===== src/rtl/spi_master_if.sv =====
// Bus bundle between the SPI master and its user/slave side.
// The master modport is the DUT view; slave is the driver/observer view.
interface spi_master_if;
  logic        start;
  logic        busy;
  logic        done;
  logic [31:0] data_tx;
  logic [31:0] data_rx;
  logic [1:0]  transaction_length;
  logic        CPOL;
  logic        CPHA;
  logic        MOSI;
  logic        MISO;
  logic        SPI_SCLK;
  logic        CS;

  modport master (
    input  start, data_tx, transaction_length, CPOL, CPHA, MISO,
    output busy, done, data_rx, MOSI, SPI_SCLK, CS
  );

  modport slave (
    output start, data_tx, transaction_length, CPOL, CPHA, MISO,
    input  busy, done, data_rx, MOSI, SPI_SCLK, CS
  );
endinterface


===== src/rtl/spi_master.sv =====
// SPI master, modes 0-3, 8/16/24/32-bit words, MSB first, all outputs registered.
// Frame: SETUP (CLK_DIV) + N SCLK periods (2*CLK_DIV each) + HOLD (CLK_DIV).
module spi_master #(
  parameter int CLK_DIV = 4
) (
  input  logic         clk,
  input  logic         rst,
  spi_master_if.master bus
);
  typedef enum logic [1:0] {IDLE, SETUP, TRANSFER, HOLD} state_t;

  localparam logic [7:0] DIV_LAST = 8'(CLK_DIV - 1);

  state_t      state_q, state_d;
  logic [7:0]  cnt_q, cnt_d;
  logic [4:0]  bit_q, bit_d;
  logic        ph_q, ph_d;
  logic [31:0] tx_q, tx_d, rx_q, rx_d, data_rx_q, data_rx_d;
  logic [1:0]  len_q, len_d;
  logic        cpol_q, cpol_d, cpha_q, cpha_d;
  logic        sclk_q, sclk_d, cs_q, cs_d, busy_q, busy_d, done_q, done_d, mosi_q, mosi_d;
  logic [31:0] tx_aligned;
  logic        div_end, last_bit, do_shift, do_sample;

  assign div_end    = (cnt_q == DIV_LAST);
  assign last_bit   = (bit_q == {len_q, 3'b111});
  // Left-align the word so the outgoing bit is always tx_q[31].
  assign tx_aligned = bus.data_tx << {~bus.transaction_length, 3'b000};

  always_comb begin
    state_d   = state_q;
    cnt_d     = div_end ? 8'd0 : cnt_q + 8'd1;
    bit_d     = bit_q;
    ph_d      = ph_q;
    tx_d      = tx_q;
    rx_d      = rx_q;
    data_rx_d = data_rx_q;
    len_d     = len_q;
    cpol_d    = cpol_q;
    cpha_d    = cpha_q;
    sclk_d    = sclk_q;
    cs_d      = cs_q;
    busy_d    = busy_q;
    done_d    = 1'b0;
    mosi_d    = mosi_q;
    do_shift  = 1'b0;
    do_sample = 1'b0;

    case (state_q)
      IDLE: begin
        cnt_d  = '0;
        bit_d  = '0;
        ph_d   = 1'b0;
        sclk_d = bus.CPOL;
        cs_d   = 1'b1;
        busy_d = 1'b0;
        mosi_d = 1'b0;
        // A start coinciding with done is dropped; the next cycle may start.
        if (bus.start && !done_q) begin
          state_d = SETUP;
          len_d   = bus.transaction_length;
          cpol_d  = bus.CPOL;
          cpha_d  = bus.CPHA;
          cs_d    = 1'b0;
          busy_d  = 1'b1;
          rx_d    = '0;
          if (!bus.CPHA) begin
            mosi_d = tx_aligned[31];
            tx_d   = tx_aligned << 1;
          end else begin
            tx_d   = tx_aligned;
          end
        end
      end
      SETUP: begin
        if (div_end) begin
          state_d   = TRANSFER;
          sclk_d    = ~cpol_q;
          ph_d      = 1'b0;
          bit_d     = '0;
          do_shift  = cpha_q;
          do_sample = ~cpha_q;
        end
      end
      TRANSFER: begin
        if (div_end) begin
          if (!ph_q) begin
            sclk_d    = cpol_q;
            ph_d      = 1'b1;
            do_sample = cpha_q;
            do_shift  = ~cpha_q & ~last_bit;
          end else if (last_bit) begin
            state_d = HOLD;
          end else begin
            sclk_d    = ~cpol_q;
            ph_d      = 1'b0;
            bit_d     = bit_q + 5'd1;
            do_shift  = cpha_q;
            do_sample = ~cpha_q;
          end
        end
      end
      HOLD: begin
        if (div_end) begin
          state_d   = IDLE;
          cs_d      = 1'b1;
          busy_d    = 1'b0;
          done_d    = 1'b1;
          data_rx_d = rx_q;
          sclk_d    = cpol_q;
          mosi_d    = 1'b0;
        end
      end
      default: state_d = IDLE;
    endcase

    if (do_shift) begin
      mosi_d = tx_q[31];
      tx_d   = {tx_q[30:0], 1'b0};
    end
    if (do_sample) rx_d = {rx_q[30:0], bus.MISO};
  end

  always_ff @(posedge clk or posedge rst) begin
    if (rst) begin
      state_q   <= IDLE;
      cnt_q     <= '0;
      bit_q     <= '0;
      ph_q      <= 1'b0;
      tx_q      <= '0;
      rx_q      <= '0;
      data_rx_q <= '0;
      len_q     <= '0;
      cpol_q    <= 1'b0;
      cpha_q    <= 1'b0;
      sclk_q    <= 1'b0;
      cs_q      <= 1'b1;
      busy_q    <= 1'b0;
      done_q    <= 1'b0;
      mosi_q    <= 1'b0;
    end else begin
      state_q   <= state_d;
      cnt_q     <= cnt_d;
      bit_q     <= bit_d;
      ph_q      <= ph_d;
      tx_q      <= tx_d;
      rx_q      <= rx_d;
      data_rx_q <= data_rx_d;
      len_q     <= len_d;
      cpol_q    <= cpol_d;
      cpha_q    <= cpha_d;
      sclk_q    <= sclk_d;
      cs_q      <= cs_d;
      busy_q    <= busy_d;
      done_q    <= done_d;
      mosi_q    <= mosi_d;
    end
  end

  assign bus.SPI_SCLK = sclk_q;
  assign bus.CS       = cs_q;
  assign bus.busy     = busy_q;
  assign bus.done     = done_q;
  assign bus.MOSI     = mosi_q;
  assign bus.data_rx  = data_rx_q;
endmodule


===== src/flat_wrapper.sv =====
// flat-port wrapper written by rule: the top's interface ports become plain ports
module spi_master_flat 
#(
  parameter int CLK_DIV = 4
)
  (clk, rst, bus_start, bus_data_tx, bus_transaction_length, bus_CPOL, bus_CPHA, bus_MISO, bus_busy, bus_done, bus_data_rx, bus_MOSI, bus_SPI_SCLK, bus_CS);
  spi_master_if bus_i ();
  input  logic clk;
  input  logic rst;
  input wire logic [$bits(bus_i.start)-1:0] bus_start;
  input wire logic [$bits(bus_i.data_tx)-1:0] bus_data_tx;
  input wire logic [$bits(bus_i.transaction_length)-1:0] bus_transaction_length;
  input wire logic [$bits(bus_i.CPOL)-1:0] bus_CPOL;
  input wire logic [$bits(bus_i.CPHA)-1:0] bus_CPHA;
  input wire logic [$bits(bus_i.MISO)-1:0] bus_MISO;
  output wire logic [$bits(bus_i.busy)-1:0] bus_busy;
  output wire logic [$bits(bus_i.done)-1:0] bus_done;
  output wire logic [$bits(bus_i.data_rx)-1:0] bus_data_rx;
  output wire logic [$bits(bus_i.MOSI)-1:0] bus_MOSI;
  output wire logic [$bits(bus_i.SPI_SCLK)-1:0] bus_SPI_SCLK;
  output wire logic [$bits(bus_i.CS)-1:0] bus_CS;
  assign bus_i.start = bus_start;
  assign bus_i.data_tx = bus_data_tx;
  assign bus_i.transaction_length = bus_transaction_length;
  assign bus_i.CPOL = bus_CPOL;
  assign bus_i.CPHA = bus_CPHA;
  assign bus_i.MISO = bus_MISO;
  assign bus_busy = bus_i.busy;
  assign bus_done = bus_i.done;
  assign bus_data_rx = bus_i.data_rx;
  assign bus_MOSI = bus_i.MOSI;
  assign bus_SPI_SCLK = bus_i.SPI_SCLK;
  assign bus_CS = bus_i.CS;
  spi_master #(.CLK_DIV(CLK_DIV)) u_core (.clk(clk), .rst(rst), .bus(bus_i));
endmodule

===== config.mk =====
export PLATFORM = sky130hd
export DESIGN_NAME = spi_master_flat
export DESIGN_NICKNAME = d
export VERILOG_FILES = /design/src/rtl/spi_master_if.sv /design/src/rtl/spi_master.sv /design/src/flat_wrapper.sv
export SDC_FILE = /design/constraint.sdc
export NUM_CORES = 1
export LEC_CHECK = 0
export CAP_MARGIN = 10
export CORE_ASPECT_RATIO = 0.75
export CORE_MARGIN = 8
export CORE_UTILIZATION = 50
export DETAILED_ROUTE_END_ITERATION = 12
export HOLD_SLACK_MARGIN = 0.12
export PLACE_DENSITY = 0.76
export SYNTH_ARGS = -nofsm -noshare
export SYNTH_HDL_FRONTEND = slang
export SYNTH_SLANG_ARGS = --single-unit

===== constraint.sdc =====
create_clock -name clk -period 4 [get_ports clk]
set_input_delay 0.8 -clock clk [delete_from_list [all_inputs] [get_ports clk]]
set_output_delay 0.8 -clock clk [all_outputs]
set_load 0.03 [all_outputs]

== Yosys cells after proc, flatten, opt, wreduce, memory -nomap -nowiden ==
Cells that the tools add are included.
W data, S select, Z words.

* Input port bits: 40
* Register bits after elaboration: 121
* Output and inout port bits: 37
* Bits in writable memories: 0
* Bits in latches: 0
* Memories: 0
* Word-level logic and storage cells: 110
* Bits in read-only memories: 0

* $mul: 0
* $lt $le $gt $ge: 0
* Shift-type cells: 1
* Reductions and logical operators: 20
* Div/mod/pow operators: 0
* Equality and inequality tests: 14
* Bitwise operators: 5
* Multiplexer cells: 53
* Add/sub/neg operators: 2

{| class="wikitable"
|+ Operators with widths
! kind !! count
|-
| $mux W32 || 7
|-
| $shl A32 B5 Y32 || 1
|-
| $mux W1 || 25
|-
| $mux W5 || 4
|-
| $mux W8 || 2
|-
| $pmux W5 S3 || 1
|-
| $mux W2 || 6
|-
| $ne A2 B1 Y1 const B || 6
|-
| $reduce_and A2 Y1 || 6
|-
| $pmux W1 S2 || 5
|-
| $reduce_bool A2 Y1 || 5
|-
| $add A8 B1 Y8 const B || 1
|-
| $eq A8 B2 Y1 const B || 1
|-
| $pmux W2 S4 || 1
|-
| $reduce_and A6 Y1 || 1
|-
| $reduce_bool A3 Y1 || 2
|-
| $add A5 B1 Y5 const B || 1
|-
| $eq A5 B5 Y1 || 1
|-
| $reduce_and A5 Y1 || 1
|-
| $eq A2 B2 Y1 const B || 2
|-
| $pmux W1 S4 || 1
|-
| $reduce_and A4 Y1 || 1
|-
| $ne A3 B1 Y1 const B || 1
|-
| $ne A3 B3 Y1 const B || 1
|-
| other kinds (10) || 12
|}

== Logic depth before layout (Yosys ltp) ==
Gate-level depths: netlist (run 1).

* Depth in word-level cells: 8
* Depth in mapped cells: 9
* Gate-level depth less buffers: 7

== Worst setup path before layout (run 1) ==
No wires, ideal clock.

* Path kind: input to register
* Start: input bus_transaction_length[0]
* End: register u_core.tx_q[15]
* Stages: 7
* Data required time: 3.873 ns
* Arrival time: 2.234 ns
* Buffers on the path: 2
* Slack: 1.638 ns
* Path through: clkbuf_1 -> buf_1 -> mux2_2 -> nand2_1 -> o21ai_0 -> a221oi_1 -> nor2_1

* Cells in the longest elaborated chain, start to end: 6

{| class="wikitable"
|+ Ends and longest elaborated chain
! element !! RTL line !! source
|-
| from (decl) || flat_wrapper.sv:12 || <nowiki>input wire logic [$bits(bus_i.transaction_length)-1:0] bus_transaction_length;</nowiki>
|-
| $not A2 Y2 || spi_master.sv:28 || <nowiki>assign tx_aligned = bus.data_tx << {~bus.transaction_length, 3'b000};</nowiki>
|-
| $shl A32 B5 Y32 || spi_master.sv:28 ||
|-
| $mux W32 || spi_master.sv:67 || <nowiki>if (!bus.CPHA) begin</nowiki>
|-
| $mux W32 || spi_master.sv:59 || <nowiki>if (bus.start && !done_q) begin</nowiki>
|-
| $mux W32 || spi_master.sv:49 || <nowiki>case (state_q)</nowiki>
|-
| $mux W32 || spi_master.sv:117 || <nowiki>if (do_shift) begin</nowiki>
|-
| to (signal assigned) || spi_master.sv:146 || <nowiki>tx_q <= tx_d;</nowiki>
|-
| to (decl) || spi_master.sv:18 || <nowiki>logic [31:0] tx_q, tx_d, rx_q, rx_d, data_rx_q, data_rx_d;</nowiki>
|}

Every way passes these cells. The select of a mux whose other input is x is not followed.
A chain may end at the register's enable or synchronous reset.

== Worst setup path after layout (run 1) ==
* Start: register u_core.state_q[0]
* End: register u_core.tx_q[12]

* Cells in the longest elaborated chain, start to end: 4
* Elaborated cells on any way between the ends: 8

{| class="wikitable"
|+ Ends and longest elaborated chain
! element !! RTL line !! source
|-
| from (decl) || spi_master.sv:14 || <nowiki>state_t state_q, state_d;</nowiki>
|-
| from (signal assigned) || spi_master.sv:142 || <nowiki>state_q <= state_d;</nowiki>
|-
| $eq A2 B2 Y1 or $eq A2 B1 Y1 (tied branches) || spi_master.sv:49 ||
|-
| $pmux W1 S2 || spi_master.sv:49 ||
|-
| $reduce_bool A2 Y1 (no source line) || -- ||
|-
| $reduce_and A2 Y1 (no source line) || -- ||
|}

Parallel ways exist; a longest one is shown, timed or not.

==> results of run 1 <==
-- metal layers --
metal  GRT usage (%)  vias to the layer above  routed length [um]
met1           25.09                     2370                6467
li1                -                     2267                   -
met4           6.427                        0                 193
met2           29.30                      104                7048
met3           4.690                       18                 607
met5               0                        -                   0
-- Yosys cell counts (8+ instances only) --
master	number	area, um^2
nand2_1	116	435.4
clkbuf_1	34	127.6
dfrtp_1	120	3003
nand3_1	12	60.06
o21ai_0	66	330.3
a21oi_1	15	75.07
nor2_1	47	176.4
and2_1	8	50.05
mux2_2	48	540.5
inv_1	8	30.03
mux2i_1	25	250.2
a211oi_1	8	60.06
a221oi_1	10	87.58
-- sequential cells by signal, summed over array words and instances (netlist names), 2 cells and up --
register,cells
u_core.tx_q,32
u_core.bus.data_rx,32
u_core.bit_q,5
u_core.rx_q,32
u_core.len_q,2
u_core.state_q,2
u_core.cnt_q,8
-- critical path, delay by kind of cell (launching register included) --
kind / cells / cell delay, ns
buffers and inverters: 2 / 0.59
AND/OR/NAND/NOR: 3 / 0.93
XOR/XNOR: 1 / 0.33
adder cells (fa/ha/maj): 1 / 0.43
AO/OA/AOI/OAI: 1 / 0.05
flip-flops: 1 / 0.43
-- through the flow --
step	hold slack, ns	setup WS, ns
final	0.4792	1.099
after global routing	0.5144	0.7877
after CTS	0.4837	1.160
after detailed placement	0.4669	1.160
after global placement	0.4601	1.214
after floorplan	0.4447	1.638
-- layout make-up --
class | instances | area (um^2) | share of cell area, %
Sequential cell | 121 | 3029 | 40.46
Multi-Input combinational cell | 438 | 2799 | 37.38
Timing Repair Buffer | 87 | 855.8 | 11.43
Clock buffer | 17 | 425.4 | 5.682
Tap cell | 162 | 202.7 | 2.707
Clock inverter | 15 | 141.4 | 1.888
Inverter | 8 | 33.78 | 0.4512
-- power breakdown --
part	total, mW	internal, mW	switching (mW)
clock	1.47	0.865	0.607
sequential	1.75	1.54	0.214
combinational	1.62	0.679	0.939
-- how the worst min path moves through the flow --
stage                                             startpoint                                 end  depth (start not counted)
after floorplan                  u_core.tx_q[23]$_DFFE_PP0P_         u_core.tx_q[24]$_DFFE_PP0P_                          2
after global placement           u_core.tx_q[25]$_DFFE_PP0P_         u_core.tx_q[26]$_DFFE_PP0P_                          2
after detailed placement         u_core.tx_q[28]$_DFFE_PP0P_         u_core.tx_q[29]$_DFFE_PP0P_                          2
after CTS                        u_core.tx_q[22]$_DFFE_PP0P_         u_core.tx_q[23]$_DFFE_PP0P_                          2
after global routing      u_core.bus.data_rx[30]$_DFFE_PP0P_  u_core.bus.data_rx[30]$_DFFE_PP0P_                          1
final                            u_core.tx_q[22]$_DFFE_PP0P_         u_core.tx_q[23]$_DFFE_PP0P_                          2
-- kinds of logic (layout without fill, tap and decap cells) --
group / Yosys count / in the layout / share of synthesized area, %
fa+ha+maj: 7 / 7 / 1.457
buf+inv: 50 / 127 / 3.226
mux: 75 / 75 / 13.91
xor+xnor: 10 / 10 / 1.457
compound gates: 132 / 132 / 13.61
flops: 121 / 121 / 50.40
simple gates: 214 / 214 / 15.95
==> impl_metrics.tcl, run 1 <==
set metrics [dict create \
    drc 0 \
    fillCellCount 924 \
    start_util_pct 51.57 \
    ys_warn_count 0 \
    insertion_delay_ns 0.42 \
    cp_max_fo 25 \
    cellPowerDensity_nw_per_um2 647.0 \
    cts_resized 0 \
    worst_ep_arrival_time_ns 3.19 \
    drv_slew 0 \
    grt_usage_pct 18.85 \
    worstPathCellList "inv_1 > ha_1 > nand2b_1 > xnor2_1 > nand4_1 > buf_4 > nor2_1 > a21oi_1" \
    crit_path_start "u_core.state_q[0]$_DFFE_PP0P_" \
    crit_slowest_cell "nand4_1" \
    place_area_um2 6920 \
    fp.dieH_um 111.0 \
    clock_skew_ns 0.01003 \
    root_buffer "clkbuf_16" \
    cap_violations 0 \
    avgViaCountPerCell 5.612 \
    grt_pass1_vias 4663 \
    globalplace.congestion 0.8827 \
    hpwl_mm 9.707 \
    worst_slew_pin_slew_ns 0.7470 \
    path_class "reg -> reg" \
    ys_seq_area_share_pct 50.40 \
    end_kind "flop" \
    finalCritPeriodShare_pct 72.53 \
    rsz0062_at_grt "false" \
    cts.clk_slew.worst_paths_ns 0.06 \
    critPathLaunchType "flop" \
    final_cells 848 \
    fin_tns_setup_ns 0 \
    ys.flop_type "dfrtp_1" \
    ctsHoldBuffers 0 \
    ant_nets 0 \
    synthesis.area_um2 6011 \
    netlist-cell-type-count 51 \
    dp.cells 816 \
    outcome "finished, final reports clean" \
    timing.rr.end "u_core.tx_q[12]$_DFFE_PP0P_" \
    tritoncts "yes" \
    rrSetupSlack_ns 1.10 \
    r2r_start "u_core.state_q[0]$_DFFE_PP0P_" \
    firstDrtPassIters 5 \
    report.final.setup_viol 0 \
    cts_post_setup_buffers_inserted 0 \
    hold_class "reg -> reg" \
    grt_start_max_net_pins 122 \
    num_vias 4759 \
    pin_count 77 \
    die-width_um 142.6 \
    post-route-cell-area_um2 7487 \
    period_needed_ns 2.901 \
    clock_path_buffers 2 \
    syn_nets 656 \
    final_util_pct 64.23 \
    diodes 0 \
    num_rows 34 \
    grt_pass1_wl_mm 23.98 \
    max_slew_margin_pct 50.05 \
    drt_iter0_drc 363 \
    ys_ff_latch 121 \
    drt-total-wl_mm 14.32 \
    core_um2 11660 \
    fmax_mhz 344.7 \
    endpoint "u_core.tx_q[12]$_DFFE_PP0P_" \
    synth_async_sr_flop_share_pct 100.0 \
    total_power_mw 4.844 \
    p_leak_nw 3.349 \
    fin_nets 720 \
    vdd_ir_drop_max_uv 419.3 \
    crit_required_ns 4.29 \
    die_area_um2 15820 \
    port_buffers 76 \
    wl_per_cell_um 16.88 \
    avgSynthCellArea_um2 9.870 \
    final_hold_viol_count 0 \
    syn_inst 609 \
    syn_to_final_growth_pct 24.56 \
    synth_edf_count 0 \
    antenna_found_initial 0 \
    layout_common_cells "dfrtp_1 (120), nand2_1 (116), clkdlybuf4s50_1 (76)" \
    cpPeakStageDelay_ns 0.68 \
    worst-r2r-cell-count 8 \
    final_common_cell "dfrtp_1" \
    cts_buffers 17 \
    layout-drive-gt1-share_pct 15.31 \
    htreeDepth 4 \
    grt-ovfl-total 0 \
    cts.sinks 121 \
]
(Power assumes the default switching activity.)
==> inputs of run 2 (changes only) <==
- CORE_UTILIZATION: 50 -> 55
- PLACE_DENSITY: 0.76 -> 0.79
- clock period: 4 -> 2.9 ns (I/O delays scaled with it)
==> run 2 against run 1 <==
Total power grew 36%; via count rose by 2.1%; cell count shrank 2.5%; die area is 8.0% lower; combinational power is 39% higher; setup slack worse by 0.64 ns; highest routed layer unchanged; largest cell class unchanged; routed wire length rose by 0.47%.
==> impl_metrics.tcl, run 2 (synthesis results as in run 1) <==
set metrics [dict create \
    clock_path_buffers 2 \
    cts_post_setup_buffers_inserted 0 \
    antenna_found_initial 0 \
    root_buffer "clkbuf_16" \
    die-width_um 136.7 \
    htreeDepth 4 \
    fmax_mhz 409.5 \
    tritoncts "yes" \
    grt_pass1_wl_mm 24.04 \
    insertion_delay_ns 0.41 \
    end_kind "flop" \
    layout-drive-gt1-share_pct 15.43 \
    fin_nets 721 \
    drt-total-wl_mm 14.38 \
    final_common_cell "dfrtp_1" \
    grt-ovfl-total 0 \
    hold_class "reg -> reg" \
    num_rows 33 \
    start_util_pct 55.78 \
    diodes 0 \
    worst_ep_arrival_time_ns 2.70 \
    layout_setup_ws_ns 0.4582 \
    vdd_ir_drop_max_uv 583.1 \
    avgViaCountPerCell 5.878 \
    cts_resized 0 \
    worstPathCellList "inv_1 > ha_1 > nand2b_1 > xnor2_1 > a311oi_4 > buf_4 > o21ai_0" \
    core_um2 10780 \
    place_ws_ns 0.4320 \
    grt_usage_pct 20.60 \
    ant_nets 0 \
    wl_per_cell_um 17.39 \
    drv_slew 0 \
    crit_slowest_cell "buf_4" \
    cts.clk_slew.worst_paths_ns 0.06 \
    globalplace.congestion 0.9425 \
    num_vias 4861 \
    fp.dieH_um 106.5 \
    ctsHoldBuffers 0 \
    path_class "reg -> reg" \
    drc 0 \
    hpwl_mm 9.444 \
    worst_slew_pin_slew_ns 0.6440 \
    cp_max_fo 64 \
    outcome "finished, final reports clean" \
    p_leak_nw 3.352 \
    layout_common_cells "dfrtp_1 (120), nand2_1 (116), clkdlybuf4s50_1 (76)" \
    clock_skew_ns 0.007351 \
    grt_pass1_vias 4740 \
    fin_hold_ws_ns 0.4789 \
    fin_tns_setup_ns 0 \
    final_cells 827 \
    max_slew_margin_pct 57.07 \
    final_hold_viol_count 0 \
    rsz0062_at_grt "false" \
    dp.cells 795 \
    cpPeakStageDelay_ns 0.49 \
    cts.sinks 121 \
    grt_start_max_net_pins 122 \
    die_area_um2 14560 \
    period_needed_ns 2.442 \
    cellPowerDensity_nw_per_um2 881.1 \
    pin_count 77 \
    port_buffers 76 \
    firstDrtPassIters 5 \
    report.final.setup_viol 0 \
    crit_required_ns 3.16 \
    critPathLaunchType "flop" \
    finalCritPeriodShare_pct 84.20 \
    cap_violations 0 \
    syn_to_final_growth_pct 24.17 \
    drt_iter0_drc 372 \
    cts_buffers 17 \
]
[run 2: power breakdown]
group,internal [mW],switching [mW]
combinational,0.954,1.30
sequential,2.12,0.292
clock,1.11,0.794
[run 2: per-layer routing]
| metal | vias up | wire length [um] | GRT usage (%) |
|---|---|---|---|
| met5 | - | 0 | 0 |
| met3 | 18 | 708 | 4.336 |
| met2 | 150 | 7168 | 32.27 |
| met4 | 0 | 228 | 7.819 |
| met1 | 2425 | 6278 | 27.57 |
| li1 | 2268 | - | - |
[run 2: path summary, 6_finish.rpt]
check | slack, ns | start | depth (start not counted) | to
min in group asynchronous | 0.70 | rst | 3 | u_core.tx_q[9]$_DFFE_PP0P_
worst max-delay path | 0.46 | u_core.state_q[0]$_DFFE_PP0P_ | 7 | u_core.rx_q[17]$_DFFE_PP0P_
worst min register to register | 0.48 | u_core.tx_q[23]$_DFFE_PP0P_ | 2 | u_core.tx_q[24]$_DFFE_PP0P_
max in group asynchronous | 1.70 | rst | 3 | u_core.ph_q$_DFFE_PP0P_
worst max register to register | 0.46 | u_core.state_q[0]$_DFFE_PP0P_ | 7 | u_core.rx_q[17]$_DFFE_PP0P_
worst min-delay path | 0.48 | u_core.tx_q[23]$_DFFE_PP0P_ | 2 | u_core.tx_q[24]$_DFFE_PP0P_
[run 2: metrics by stage]
stage	total power [mW]	instance area (um^2)	utilization (%)
after floorplan	3.907	6015	-
final	6.576	7463	69.26
after global placement	4.581	6925	64.26
after global routing	6.943	7463	69.26
after detailed placement	4.670	6925	64.26
after CTS	6.604	7463	69.26
[run 2: cell type report]
| type | count | area [um^2] |
|---|---|---|
| Clock inverter | 14 | 98.84 |
| Sequential cell | 121 | 3029 |
| Tap cell | 140 | 175.2 |
| Timing Repair Buffer | 88 | 888.4 |
| Multi-Input combinational cell | 438 | 2799 |
| Clock buffer | 18 | 439.2 |
| Fill cell | 800 | 3313 |
| Inverter | 8 | 33.78 |
[run 2: worst max-delay path: cells and delay by family, from the launching register on]
kind,cells,cell delay [ns]
flops,1,0.43
simple gates,1,0.12
compound gates,2,0.47
xor+xnor,1,0.20
buf+inv,2,0.60
fa+ha+maj,1,0.44
==> inputs of run 3 (changes only) <==
- clock period: 2.9 -> 2.52 ns (I/O delays scaled with it)
==> run 3 against run 2 <==
Register-to-register slack worse by 0.32 ns; sequential cell count stayed put; combinational power is 20% higher; global-route usage is 0.22 points higher; clock-buffer cell count is 1 lower; setup slack worse by 0.32 ns; utilization is 2.0 points higher; via count is 0.45% higher; maximum frequency is 2.6% higher; cell area is 2.9% higher; critical path depth is 1 lower; total power is 21% higher; highest routed layer unchanged.
==> impl_metrics.tcl, run 3 (synthesis results as in run 1) <==
set metrics [dict create \
    outcome "finished, final reports clean" \
    cp_num_buf_inv 0 \
    worst-r2r-cell-count 6 \
    grt-ovfl-total 0 \
    hold_class "in -> async" \
    num_rows 33 \
    ant_nets 0 \
    syn_to_final_growth_pct 27.75 \
    final_hold_viol_count 0 \
    place_area_um2 7058 \
    root_buffer "clkbuf_16" \
    drt_iter0_drc 326 \
    groute.layer.met2.usage_pct 32.97 \
    num_vias 4883 \
    htreeDepth 4 \
    path_delay_family "simple AND/OR/NAND/NOR gates" \
    layout-drive-gt1-share_pct 16.91 \
    drt-total-wl_mm 14.78 \
    fin_tns_setup_ns 0 \
    die_area_um2 14560 \
    timing.rr.end "u_core.bit_q[3]$_DFFE_PP0P_" \
    grt_usage_pct 20.82 \
    core_um2 10780 \
    fp.dieH_um 106.5 \
    path_class "reg -> reg" \
    fin_nets 732 \
    fillCellCount 769 \
    worst_slew_pin_slew_ns 0.6989 \
    p_leak_nw 3.467 \
    grt_pass1_vias 4906 \
    pin_count 77 \
    final_common_cell "dfrtp_1" \
    diodes 0 \
    wl_per_cell_um 17.63 \
    vdd_ir_drop_max_uv 642.5 \
    port_buffers 76 \
    report.final.setup_viol 0 \
    cts_post_setup_buffers_inserted 0 \
    ctsHoldBuffers 0 \
    cts.clk_slew.worst_paths_ns 0.06 \
    cellPowerDensity_nw_per_um2 1040 \
    r2r_start "u_core.cnt_q[0]$_DFF_PP0_" \
    worst_ep_arrival_time_ns 2.70 \
    grt_start_max_net_pins 65 \
    rsz0062_at_grt "false" \
    period_needed_ns 2.379 \
    start_util_pct 55.78 \
    tritoncts "yes" \
    post-route-cell-area_um2 7679 \
    met3_usage_pct 4.618 \
    die-width_um 136.7 \
    avgViaCountPerCell 5.827 \
    antenna_found_initial 0 \
    firstDrtPassIters 5 \
    fmax_mhz 420.3 \
    clock_skew_ns 0.01349 \
    drv_slew 0 \
    critPathLaunchType "flop" \
    globalplace.congestion 0.8531 \
    insertion_delay_ns 0.41 \
    drc 0 \
    cts.sinks 121 \
    cts_buffers 17 \
    rrSetupSlack_ns 0.14 \
    grt_pass1_wl_mm 24.46 \
    cap_violations 0 \
    end_kind "flop" \
    layout_common_cells "dfrtp_1 (120), nand2_1 (116), clkdlybuf4s50_1 (76)" \
    crit_required_ns 2.84 \
    cp_max_fo 7 \
    cpPeakStageDelay_ns 0.54 \
    grt_use_met1_pct 28.09 \
    top_usage_layer "met2" \
    finalCritPeriodShare_pct 94.42 \
    crit_slowest_cell "or4b_4" \
    worstPathCellList "ha_1 > nor3b_2 > a31oi_1 > or4b_4 > or3_1 > a21oi_1" \
    clock_path_buffers 2 \
    max_slew_margin_pct 53.40 \
    hpwl_mm 10.06 \
]
## run 3: cell count changes in the layout (fill, tap and decap cells not counted), moves of 2 or more
cell | before | now
buf_4 | 9 | 16
buf_12 | 3 | 7
bufinv_16 | 0 | 3
clkinv_2 | 5 | 2
inv_6 | 3 | 6
clkinvlp_4 | 5 | 3
## run 3: worst max-delay path by stage
stage	from	to	slack [ns]	cells after the start
after floorplan	u_core.state_q[0]$_DFFE_PP0P_	u_core.bit_q[3]$_DFFE_PP0P_	0.35	8
after global placement	bus_transaction_length[0]	u_core.tx_q[28]$_DFFE_PP0P_	0.12	7
after detailed placement	bus_transaction_length[0]	u_core.tx_q[29]$_DFFE_PP0P_	0.12	6
after CTS	u_core.cnt_q[0]$_DFF_PP0_	u_core.bit_q[3]$_DFFE_PP0P_	0.18	6
after global routing	u_core.state_q[0]$_DFFE_PP0P_	u_core.rx_q[5]$_DFFE_PP0P_	0.02	7
final	u_core.cnt_q[0]$_DFF_PP0_	u_core.bit_q[3]$_DFFE_PP0P_	0.14	6
## run 3: metrics by stage
stage | hold WS (ns) | worst slack, ns | instances | util, % | power, mW
floorplan | 0.4447 | 0.3530 | 609 | - | 4.496
global placement | 0.4588 | 0.1246 | 806 | 65.49 | 5.336
detailed placement | 0.4641 | 0.1186 | 806 | 65.49 | 5.467
CTS | 0.4786 | 0.1824 | 838 | 71.18 | 7.998
global route | 0.5003 | 0.02086 | 838 | 71.25 | 8.401
finish | 0.4748 | 0.1406 | 838 | 71.25 | 7.982
## run 3: area by class of cell
type	instances	area, um^2	area share, %
sequential	121	3029	39.45
multi-input combinational	438	2806	36.55
timing repair buffer	99	1021	13.30
clock buffer	17	425.4	5.540
clock inverter	15	187.7	2.444
tap	140	175.2	2.281
inverter	8	33.78	0.4400
## run 3: power by group
part           internal (mW)  switching [mW]
clock                   1.58           0.919
combinational           1.17            1.53
sequential              2.44           0.350
total                   5.19            2.80
## run 3: routing by layer
| layer | up-vias | share of wire, % |
|---|---|---|
| met1 | 2464 | 45 |
| li1 | 2293 | - |
| met2 | 102 | 50 |
| met5 | - | 0 |
| met3 | 24 | 3.8 |
| met4 | 0 | 1.5 |
## run 3: repair_timing
item,CTS,global route
endpoints found under the setup margin,0,1
gates resized for setup,0,1
endpoints found under the hold margin,0,0
==> patch 1: new RTL, flow settings as in run 3 <==
The 4 states of `state_t` get a one-hot encoding in 4 bits.
--- a/src/rtl/spi_master.sv
+++ b/src/rtl/spi_master.sv
@@ -7,7 +7,7 @@
   input  logic         rst,
   spi_master_if.master bus
 );
-  typedef enum logic [1:0] {IDLE, SETUP, TRANSFER, HOLD} state_t;
+  typedef enum logic [3:0] {IDLE = 4'b0001, SETUP = 4'b0010, TRANSFER = 4'b0100, HOLD = 4'b1000} state_t;
 
   localparam logic [7:0] DIV_LAST = 8'(CLK_DIV - 1);
 
Formal check against the unedited RTL: no difference found for any inputs over 10 cycles, from zero or initial values and one cycle with rst high; not proved beyond that.
==> patch 1 against run 3 <==
Sequential share of layout area rose by 0.99 points. Global-route usage rose by 0.61 points. Sequential cell count rose by 2. Die area fell by 1.2%. Wire length rose by 4.6%. Clock skew fell by 0.0021 ns. Area after synthesis fell by 1.4%. Worst setup slack got worse by 0.072 ns. Final area fell by 0.80%. Combinational power fell by 41%. Total power fell by 18%. Hold slack improved by 0.0032 ns.
==> patch 1: results (changes against run 3) <==
- The final net count was 754 (was 732).
- The cell count of the worst reg-to-reg path came to 8 (was 6).
- The global routing usage summed across all routing layers is 0.2143 (was 0.2082).
- The origin of the critical flop-to-flop path is u_core.state_q[1]$_DFFE_PP0P_ (was u_core.cnt_q[0]$_DFF_PP0_).
- The iteration-0 DRC count of the detailed router is 541 (was 326).
- The capturing element of the worst setup path was u_core.rx_q[1]$_DFFE_PP0P_ (was u_core.bit_q[3]$_DFFE_PP0P_).
- The post-cts gate resize count came to 1 (was 0).
- The sum of met2 wire segment lengths after detailed routing was 7162 um (was 7334 um).
- The reported combinational group power is 1580 uW (was 2690 uW).
- The measured slew at the worst slew-check pin came to 0.5211 ns (was 0.6989 ns).
- The fraction of final layout cells sized beyond drive strength 1 is 0.1172 (was 0.1691).
- The setup slack of the worst register-to-register path was 0.07 ns (was 0.14 ns).
- The number of cells produced by synthesis is 633 (was 609).
- Outcome: finished, final reports clean (unchanged).
- The cell area after placement is 0.006958 mm2 (was 0.007058 mm2).
- The clock network power came to 2380 uW (was 2500 uW).
- The number of nets produced by synthesis is 675 (was 656).
- The data arrival time of the critical path is 2.78 ns (was 2.70 ns).
- The non-filler instance count after layout is 865 (was 838).
- The cell count after placement was 829 (was 806).
- Largest cells by area after synthesis: sky130_fd_sc_hd__dfrtp_1 (51%), sky130_fd_sc_hd__o21ai_0 (6.8%), sky130_fd_sc_hd__nand2_1 (5.6%), sky130_fd_sc_hd__nand3_1 (3.5%), sky130_fd_sc_hd__mux2_2 (3.4%) (was sky130_fd_sc_hd__dfrtp_1 (50%), sky130_fd_sc_hd__mux2_2 (9.0%), sky130_fd_sc_hd__nand2_1 (7.2%), sky130_fd_sc_hd__o21ai_0 (5.5%), sky130_fd_sc_hd__mux2i_1 (4.2%)).
- The delay of the slowest cell on the worst path is 0.56 ns (was 0.54 ns).
- The setup skew after layout is 0.01136 ns (was 0.01349 ns).
- The standby leakage power is 0.003362 uW (was 0.003467 uW).
- The maximum fanout encountered on the critical timing path is 32 (was 7).
- The mean routed wirelength per cell was 17.86 um (was 17.63 um).
## patch 1: changes by cell type in the layout (fill, tap and decap cells not counted), sizes merged, moves of 7 or more
cell    delta
and2       -7
o21ai     +15
nand3     +29
nand3b     +8
a221o     +14
mux2i      -8
nand2     -28
inv       +21
o22ai      +7
clkbuf    +10
nor3       +8
mux2      -30
a211o      +8
## patch 1: cell families after synthesis
| group | after synthesis | synth area share |
|---|---|---|
| AOI/OAI and AO/OA | 157 | 0.1690 |
| adders and majority gates | 2 | 0.004220 |
| xor gates and xnor gates | 10 | 0.01477 |
| muxes | 35 | 0.06288 |
| DFF | 123 | 0.5195 |
| buffers and inverters | 80 | 0.05212 |
| and+or+nand+nor | 226 | 0.1775 |
## patch 1: area by class of cell
class / count / area, um2
Inverter: 36 / 138.9
Multi-Input combinational cell: 430 / 2559
Sequential cell: 123 / 3080
Clock inverter: 7 / 87.58
Timing Repair Buffer: 104 / 1081
Fill cell: 790 / 3118
Clock buffer: 25 / 495.5
Tap cell: 140 / 175.2
## patch 1: per-layer routing
metal,track usage,vias to the layer above
met2,0.3222,196
met1,0.2962,2516
met3,0.06362,21
met4,0.05786,0
met5,0,-
li1,-,2383
## patch 1: per-stage QoR
stage | TNS (ns) | setup WS, ns | total power (uW) | utilization | hold WS, ns
6_report | 0 | 0.06857 | 6570 | 0.7096 | 0.4780
5_1_grt | -0.06930 | -0.02716 | 6882 | 0.7096 | 0.4932
4_1_cts | 0 | 0.06048 | 6545 | 0.7029 | 0.4816
3_5_place_dp | 0 | 0.08105 | 4160 | 0.6481 | 0.4694
3_3_place_gp | 0 | 0.1344 | 4084 | 0.6481 | 0.4640
2_1_floorplan | 0 | 0.1415 | 3601 | - | 0.4473
==> patch 2: new RTL, config.mk and constraints of run 3 <==
Without the edit above. Take the reset off `data_rx_q` and load it in a clocked block of its own.
--- a/src/rtl/spi_master.sv
+++ b/src/rtl/spi_master.sv
@@ -129,7 +129,6 @@
       ph_q      <= 1'b0;
       tx_q      <= '0;
       rx_q      <= '0;
-      data_rx_q <= '0;
       len_q     <= '0;
       cpol_q    <= 1'b0;
       cpha_q    <= 1'b0;
@@ -145,7 +144,6 @@
       ph_q      <= ph_d;
       tx_q      <= tx_d;
       rx_q      <= rx_d;
-      data_rx_q <= data_rx_d;
       len_q     <= len_d;
       cpol_q    <= cpol_d;
       cpha_q    <= cpha_d;
@@ -157,6 +155,10 @@
     end
   end
 
+  always_ff @(posedge clk) begin
+    data_rx_q <= data_rx_d;
+  end
+
   assign bus.SPI_SCLK = sclk_q;
   assign bus.CS       = cs_q;
   assign bus.busy     = busy_q;
Check against the original RTL: no difference found for any inputs over 10 cycles, from zero or initial values and one cycle with rst high; that may be too few to reach the edited logic, so the function may still have changed.
==> patch 2 against run 3 <==
Via count down 5.5%. Worst setup slack better by 0.048 ns. Sequential share of layout area up 1.5 points. Non-clock buffer count up 3. Area after synthesis up 2.5%. Core utilization about the same. Final area up 1.5%. Wire length down 4.8%. Sequential cell count unchanged. Critical endpoint is now u_core.rx_q[28]$_DFFE_PP0P_. First-iteration DRC count up 18%. Count of clock-buffer cells in the layout unchanged.
Power is not compared: it rests on default switching activity, and its combinational part moved more than twofold at a synthesized area within 25%.
==> patch 2: results (changes against run 3) <==
- The delay of the slowest cell on the worst path came to 0.46 ns (was 0.54 ns).
- The maximum number of pins on one net before global-route repair is 90 (was 65).
- The global-route wire length before repair is 23430 um (was 24460 um).
- The total wirelength of the detailed-routed design is 14060 um (was 14780 um).
- The proportion of register bits with asynchronous set or reset after synthesis was 0.7355 (was 1.000).
- The fraction of final layout cells sized beyond drive strength 1 was 0.1915 (was 0.1691).
- The met1 routed wirelength after detailed routing is 6462 um (was 6657 um).
- The setup skew after layout is 0.007801 ns (was 0.01349 ns).
- The final net count is 671 (was 732).
- The met1 global-route usage came to 0.2547 (was 0.2809).
- The distinct cell type count of the synthesized netlist is 63 (was 51).
- Largest cells by area after synthesis: sky130_fd_sc_hd__dfrtp_1 (36%), sky130_fd_sc_hd__edfxtp_1 (16%), sky130_fd_sc_hd__mux2_2 (7.3%), sky130_fd_sc_hd__mux2i_1 (5.2%), sky130_fd_sc_hd__nand2_1 (4.0%) (was sky130_fd_sc_hd__dfrtp_1 (50%), sky130_fd_sc_hd__mux2_2 (9.0%), sky130_fd_sc_hd__nand2_1 (7.2%), sky130_fd_sc_hd__o21ai_0 (5.5%), sky130_fd_sc_hd__mux2i_1 (4.2%)).
- The setup slack after placement came to 0.02742 ns (was 0.1186 ns).
- The setup slack of the worst register-to-register path is 0.19 ns (was 0.14 ns).
- The worst max-slew margin expressed relative to the limit is 0.4173 (was 0.5340).
- Outcome: finished, final reports clean (unchanged).
- The worst-case hold slack is 0.4423 ns (was 0.4748 ns).
- The weighted congestion reported at the end of routability-driven placement is 0.8803 (was 0.8531).
- The path type of the worst min-delay path was reg -> reg (was in -> async).
- The number of nets produced by synthesis is 584 (was 656).
- The global routing usage summed across all routing layers is 0.1938 (was 0.2082).
- The number of enable flip-flop cells after synthesis was 32 (was 0).
- The half-perimeter wire length of the detailed placement result is 9642 um (was 10060 um).
- The number of vias after detailed routing came to 4614 (was 4883).
- The detailed route wirelength on metal3 is 1072 um (was 563 um).
- The cell area after placement is 0.007203 mm2 (was 0.007058 mm2).
- The mean post-synth cell area is 11.48 um2 (was 9.870 um2).
- The number of global-route vias before repair is 4602 (was 4906).
- The mean routed wirelength per cell is 18.10 um (was 17.63 um).
- The maximum fanout encountered on the critical timing path is 32 (was 7).
- The data arrival time of the critical path is 2.63 ns (was 2.70 ns).
- The highest-delay cell along the critical path is sky130_fd_sc_hd__nor4b_4 (was sky130_fd_sc_hd__or4b_4).
- The maximum count of clock buffers along a single path came to 2 (unchanged).
- The met3 track demand over resource was 0.06526 (was 0.04618).
- The destination of the worst register-to-register timing path is u_core.rx_q[28]$_DFFE_PP0P_ (was u_core.bit_q[3]$_DFFE_PP0P_).
patch 2: changes by cell type after synthesis, sizes merged, moves of 12 or more:
cell and delta:
o21ai -53, nand2 -50, dfrtp -32, edfxtp +32, inv +17, clkbuf -15, nor2 -12
patch 2: cell type report:
cell class,count,area (um2)
Multi-Input combinational cell,357,2716
Timing Repair Buffer,102,1031
Clock buffer,17,425.4
Fill cell,759,3144
Clock inverter,15,162.7
Tap cell,140,175.2
Sequential cell,121,3189
Inverter,25,97.59
patch 2: kinds of logic after synthesis:
kind of cell	share of synthesized area
buf+inv	0.04305
compound gates	0.1044
mux	0.1775
fa+ha+maj	0.01421
flops	0.5176
xor+xnor	0.01685
simple gates	0.1265
patch 2: timing repair:
action,4_1_cts,5_1_grt
endpoints found under the setup margin,0,16
resized for setup,0,1
hold buffers,0,0
patch 2: worst max-delay path: cells and delay by family (launching register included):
family | cells | cell delay [ns]
buf+inv | 1 | 0.26
fa+ha+maj | 1 | 0.28
mux | 1 | 0.36
flops | 1 | 0.41
simple gates | 3 | 0.89
